===== src/rtl/int_logic_pipe.sv =====
// int_logic_pipe: two-stage bitwise/shift/count unit with valid/ready handshakes.
// Stage S1 holds the accepted request; stage S2 holds the finished result.
// The only combinational input-to-output path is out_ready -> in_ready.
module int_logic_pipe #(
  parameter int WIDTH = 64,
  parameter int SHW   = $clog2(WIDTH)
) (
  input  logic             clk,
  input  logic             rst,
  input  logic             in_valid,
  output logic             in_ready,
  input  logic [3:0]       operation,
  input  logic [WIDTH-1:0] opa,
  input  logic [WIDTH-1:0] opb,
  output logic             out_valid,
  input  logic             out_ready,
  output logic [WIDTH-1:0] out,
  output logic             out_zero,
  output logic             out_err
);

  typedef enum logic [3:0] {
    OP_AND     = 4'b0000,
    OP_NAND    = 4'b0001,
    OP_OR      = 4'b0010,
    OP_NOR     = 4'b0011,
    OP_XOR     = 4'b0100,
    OP_XNOR    = 4'b0101,
    OP_NOTA    = 4'b0110,
    OP_PASSA   = 4'b0111,
    OP_SLL     = 4'b1000,
    OP_SRL     = 4'b1001,
    OP_SRA     = 4'b1010,
    OP_ROL     = 4'b1011,
    OP_ROR     = 4'b1100,
    OP_POPCNT  = 4'b1101,
    OP_CLZ     = 4'b1110,
    OP_ILLEGAL = 4'b1111
  } op_e;

  // Stage S1: captured request
  logic             s1_valid_q;
  op_e              s1_op_q;
  logic [WIDTH-1:0] s1_opa_q;
  logic [WIDTH-1:0] s1_opb_q;

  // Stage S2: registered result
  logic             s2_valid_q;
  logic [WIDTH-1:0] s2_out_q;
  logic             s2_zero_q;
  logic             s2_err_q;

  // Result computed from S1 contents
  logic [WIDTH-1:0]   res_d;
  logic               zero_d;
  logic               err_d;
  logic [SHW-1:0]     amt;
  logic [2*WIDTH-1:0] rol_wide;
  logic [2*WIDTH-1:0] ror_wide;
  logic [SHW:0]       pop_cnt;
  logic [SHW:0]       clz_cnt;

  logic s2_adv;
  logic s1_adv;

  // Advance conditions: a stage moves when it is empty or its successor moves
  assign s2_adv   = !s2_valid_q || out_ready;
  assign s1_adv   = !s1_valid_q || s2_adv;
  assign in_ready = s1_adv;

  assign out_valid = s2_valid_q;
  assign out       = s2_out_q;
  assign out_zero  = s2_zero_q;
  assign out_err   = s2_err_q;

  // Only the low SHW bits of opb select the shift/rotate distance
  assign amt = s1_opb_q[SHW-1:0];

  // Rotates use a doubled copy of opa so an amount of zero naturally yields opa
  assign rol_wide = {s1_opa_q, s1_opa_q} << amt;
  assign ror_wide = {s1_opa_q, s1_opa_q} >> amt;

  // Population count of opa
  always_comb begin
    pop_cnt = '0;
    for (int i = 0; i < WIDTH; i++) begin
      pop_cnt = pop_cnt + (SHW+1)'(s1_opa_q[i]);
    end
  end

  // Leading-zero count of opa, scanning down from the MSB until the first one
  always_comb begin
    logic found;
    found   = 1'b0;
    clz_cnt = '0;
    for (int i = WIDTH - 1; i >= 0; i--) begin
      if (!found) begin
        if (s1_opa_q[i]) begin
          found = 1'b1;
        end else begin
          clz_cnt = clz_cnt + (SHW+1)'(1);
        end
      end
    end
  end

  // Opcode decode producing the result value and error flag
  always_comb begin
    res_d = '0;
    err_d = 1'b0;
    case (s1_op_q)
      OP_AND:     res_d = s1_opa_q & s1_opb_q;
      OP_NAND:    res_d = ~(s1_opa_q & s1_opb_q);
      OP_OR:      res_d = s1_opa_q | s1_opb_q;
      OP_NOR:     res_d = ~(s1_opa_q | s1_opb_q);
      OP_XOR:     res_d = s1_opa_q ^ s1_opb_q;
      OP_XNOR:    res_d = ~(s1_opa_q ^ s1_opb_q);
      OP_NOTA:    res_d = ~s1_opa_q;
      OP_PASSA:   res_d = s1_opa_q;
      OP_SLL:     res_d = s1_opa_q << amt;
      OP_SRL:     res_d = s1_opa_q >> amt;
      OP_SRA:     res_d = $signed(s1_opa_q) >>> amt;
      OP_ROL:     res_d = rol_wide[2*WIDTH-1:WIDTH];
      OP_ROR:     res_d = ror_wide[WIDTH-1:0];
      OP_POPCNT:  res_d = WIDTH'(pop_cnt);
      OP_CLZ:     res_d = WIDTH'(clz_cnt);
      OP_ILLEGAL: begin
        res_d = '0;
        err_d = 1'b1;
      end
      default: begin
        res_d = '0;
        err_d = 1'b1;
      end
    endcase
  end

  assign zero_d = (res_d == '0);

  // S1 register: capture a request whenever the stage can advance
  always_ff @(posedge clk or negedge rst) begin
    if (!rst) begin
      s1_valid_q <= 1'b0;
      s1_op_q    <= OP_AND;
      s1_opa_q   <= '0;
      s1_opb_q   <= '0;
    end else if (s1_adv) begin
      s1_valid_q <= in_valid;
      if (in_valid) begin
        s1_op_q  <= op_e'(operation);
        s1_opa_q <= opa;
        s1_opb_q <= opb;
      end
    end
  end

  // S2 register: take the computed result when the consumer frees the slot
  always_ff @(posedge clk or negedge rst) begin
    if (!rst) begin
      s2_valid_q <= 1'b0;
      s2_out_q   <= '0;
      s2_zero_q  <= 1'b0;
      s2_err_q   <= 1'b0;
    end else if (s2_adv) begin
      s2_valid_q <= s1_valid_q;
      if (s1_valid_q) begin
        s2_out_q  <= res_d;
        s2_zero_q <= zero_d;
        s2_err_q  <= err_d;
      end
    end
  end

endmodule


===== config.mk =====
export PLATFORM = sky130hd
export DESIGN_NAME = int_logic_pipe
export DESIGN_NICKNAME = d
export VERILOG_FILES = /design/src/rtl/int_logic_pipe.sv
export SDC_FILE = /design/constraint.sdc
export NUM_CORES = 2
export LEC_CHECK = 0
export ABC_AREA = 1
export BUFFER_PORTS_ARGS = -buffer_cell sky130_fd_sc_hd__buf_2
export CORE_AREA = 2 2 335 337
export DETAILED_ROUTE_END_ITERATION = 6
export DIE_AREA = 0 0 337 339
export PLACE_DENSITY = 0.47
export SETUP_SLACK_MARGIN = 0.5
export SYNTH_ARGS = -nofsm -noshare
export SYNTH_HDL_FRONTEND = slang
export SYNTH_SLANG_ARGS = --single-unit
export TNS_END_PERCENT = 20

===== constraint.sdc =====
create_clock -name clk -period 55.9 [get_ports clk]
set_clock_uncertainty 0.05 [all_clocks]
set_input_delay 0 -clock clk [delete_from_list [all_inputs] [get_ports clk]]
set_output_delay 0 -clock clk [all_outputs]
set_load 0.02 [all_outputs]

==> results.py <==
metrics = {
    "synth": {
        "synth_warnings": 0,
        "avgSynthCellArea_um2": 5.853,
        "synth_compound_area_share_pct": 23.98,
        "syn-cell-area_um2": 33000,
        "ys_seq_elements": 200,
        "synthTopCellsByCount": "1534 x nand2_1, 743 x inv_1, 593 x o21ai_0",
        "synth_cells": 5639,
        "ys_seq_area_share_pct": 15.16,
        "synth_edf_count": 0,
        "async_flop_share_pct": 100.0,
        "yosys.area.top_type": "nand2_1",
        "synth_top_flop_cell": "dfrtp_1",
        "synth_fa_ha_area_share_pct": 11.08,
        "synth.mux.area_fraction_pct": 2.889,
        "synth_top_family_by_area": "simple AND/OR/NAND/NOR gates",
        "yosysMostFrequentCell": "nand2_1",
        "synth_cell_types": 63,
        "synth.area.top_cells": "nand2_1 17%, dfrtp_1 15%, o21ai_0 9.0%",
        "synthSimpleGateAreaFrac_pct": 33.71,
        "synthXorXnorAreaFrac_pct": 0.6369,
        "syn_nets": 6035,
        "synth.top_cell.area_share_pct": 17.45,
    },
    "cells_and_area": {
        "nFillCells": 12369,
        "design_area_um2": 37940,
        "drive_gt1_share_pct": 8.799,
        "areaGrowthSynthToFinish_pct": 14.94,
        "seq_area_um2": 5022,
        "fin_nets": 6237,
        "multi_input_area_um2": 23950,
    },
    "sta": {
        "worst_slack_ns": 19.00,
        "fin_crit_ns": 36.90,
        "slew-limit-headroom_pct": 9.247,
        "final_hold_viol_count": 0,
        "slew_violations": 0,
        "rsz0062_at_grt": "no",
        "fin_setup_tns_ns": 0,
        "fmax_ghz": 0.02710,
        "worst_pin_slew_ns": 1.327,
        "setup_violations": 0,
        "period_share_pct": 66.01,
    },
    "cts": {
        "htree_num_levels": 4,
        "cts_buffers": 17,
        "clockBufferDepth": 2,
        "clk_latency_ns": 0.54,
        "root_buffer": "clkbuf_16",
        "clk_pin_slew_worst_paths_ns": 0.09,
        "postCtsSetupRepairBufs": 0,
        "cts_tree": "built",
        "cts_sinks": 200,
    },
    "critical_path": {
        "r2r_slack_ns": 19.00,
        "crit_top_cell": "ha_1",
        "startpoint_type": "register",
        "path_class": "reg2reg",
        "rr_worst_depth": 223,
        "max_stage_delay_ns": 0.73,
        "required_ns": 56.28,
        "end_kind": "register",
        "crit_arrival_ns": 37.27,
        "reg2reg_from": "s1_opa_q[63]",
        "crit_fanout": 14,
        "worstSetupStartpoint": "s1_opa_q[63]",
        "slowest_stage": "dfrtp_1",
        "r2r-end": "out_zero",
    },
    "global_route": {
        "grt_antenna_before_repair": 5,
        "grt_pass1_wl_um": 266300,
        "grt_start_max_net_pins": 156,
        "grt-ovfl-total": 0,
        "grt_pass1_vias": 38671,
        "grt_use_total_pct": 32.03,
    },
    "floorplan": {
        "die_w_um": 337,
        "dieArea_um2": 114200,
        "die_y_um": 339,
        "io_pins": 204,
        "rows": 122,
        "start_util_pct": 29.90,
        "coreArea_um2": 110400,
    },
    "pwr": {
        "peakVddDrop_v": 0.0001705,
        "p_per_area_nw_per_um2": 53.79,
        "p_leak_nw": 19.24,
    },
    "routing": {
        "vias": 39914,
        "first_pass_iters": 6,
        "postRouteWirelength_um": 185400,
        "viasPerCell": 5.435,
        "drtIter0Drc": 4029,
        "antenna_left": 0,
        "wl_per_cell_um": 25.25,
        "drcViolationCount": 0,
    },
    "placed_design": {
        "gp_congestion": 1.036,
        "dp_hpwl_um": 146500,
        "place_ws_ns": 19.05,
        "port_buffers": 203,
        "place_area_um2": 35770,
    },
    "hold_path": {
        "hold_path.class": "in2async",
    },
    "job": {
        "maxCapViolCount": 0,
    },
    "outcome": {
        "outcome": "completed",
    },
}
-- placed cells by master (no fill, tap or decap), types with 8 or more instances in the layout --
| cell | instances |
|---|---|
| dfrtp_1 | 194 |
| nand3b_1 | 21 |
| a211oi_1 | 26 |
| nor2_1 | 510 |
| o22ai_1 | 118 |
| o211ai_1 | 33 |
| nor2_4 | 40 |
| nand2_1 | 1532 |
| clkinv_1 | 12 |
| ha_1 | 206 |
| a221oi_1 | 52 |
| o21ai_0 | 592 |
| inv_1 | 740 |
| buf_2 | 202 |
| buf_4 | 97 |
| o221ai_1 | 17 |
| inv_2 | 61 |
| xnor2_1 | 8 |
| o21ai_1 | 8 |
| o21a_1 | 39 |
| clkbuf_16 | 17 |
| fa_1 | 54 |
| nand4_1 | 53 |
| nand3_1 | 339 |
| dlygate4sd3_1 | 155 |
| o2111ai_1 | 37 |
| a22o_1 | 9 |
| xor2_1 | 16 |
| nor4_1 | 10 |
| a21oi_1 | 366 |
| mux2i_1 | 93 |
| nor2_2 | 12 |
| a22oi_1 | 9 |
| a2111oi_0 | 19 |
| nor2_8 | 17 |
| or2_2 | 21 |
| nor3_1 | 23 |
-- routing by layer --
metal | up-vias | global-route usage, % | part of all wire [%] | routed length [um]
met1 | 18832 | 41.43 | 42 | 78540
li1 | 18980 | - | - | -
met5 | - | 0 | 0 | 0
met2 | 1682 | 49.18 | 43 | 79340
met3 | 420 | 4.130 | 6.7 | 12380
met4 | 0 | 22.36 | 8.2 | 15150
-- sequential cells by signal, summed over array words and instances, names as in the netlist --
name	count
s1_valid_q	1
s1_op_q	4
out_zero	1
s1_opb_q	64
s1_opa_q	64
out	64
out_valid	1
out_err	1
-- final cells by class --
| cell class | count | area share (%) |
|---|---|---|
| clock buffer | 18 | 1.131 |
| clock inverter | 13 | 0.4782 |
| multi-input combinational | 4342 | 63.13 |
| antenna | 3 | 0.01979 |
| timing repair buffer | 459 | 8.925 |
| sequential | 200 | 13.24 |
| inverter | 821 | 8.173 |
| tap | 1488 | 4.908 |
-- worst max-delay path, delay by kind of cell, from the launching register on --
family          cells  cell delay, ns
flops               1            0.73
fa+ha+maj          61           17.31
simple gates       74            7.51
buf+inv            33            2.50
compound gates     55            8.71
-- where the power goes --
part	switching, W	internal, W	leakage (nW)
logic	0.00110	0.000569	16.6
clock network	0.0000739	0.0000682	0.299
registers	0.0000497	0.000181	2.32
-- stage by stage --
stage          total power (W)  utilization, %  instances  hold WS [ns]
6_report              0.002041           34.37       7344      0.005709
5_1_grt               0.002212           34.37       7341       0.06532
4_1_cts               0.002011           34.37       7341       0.01471
3_5_place_dp          0.001848           32.41       7155      0.007851
3_3_place_gp          0.001844           32.41       7155      0.007683
2_1_floorplan         0.001243               -       5639       -0.3456
-- timing repair --
action / CTS / global route
endpoints found under the hold margin: 222 / 0
gates resized for setup: 0 / 0
hold buffers: 155 / 0
-- cell families (layout without fill, tap and decap cells) --
logic type      count (synthesis)  count (layout)
compound gates               1368            1368
xor+xnor                       24              24
fa+ha+maj                     260             260
buf+inv                      1097            1311
flops                         200             200
mux                            95              95
other cells                     0               3
simple gates                 2595            2595
-- how the worst max path moves through the flow --
stage                to
6_report       out_zero
5_1_grt        out_zero
4_1_cts        out_zero
3_5_place_dp   out_zero
3_3_place_gp   out_zero
2_1_floorplan  out_zero
Note: power is estimated with default switching activity, not from simulation.
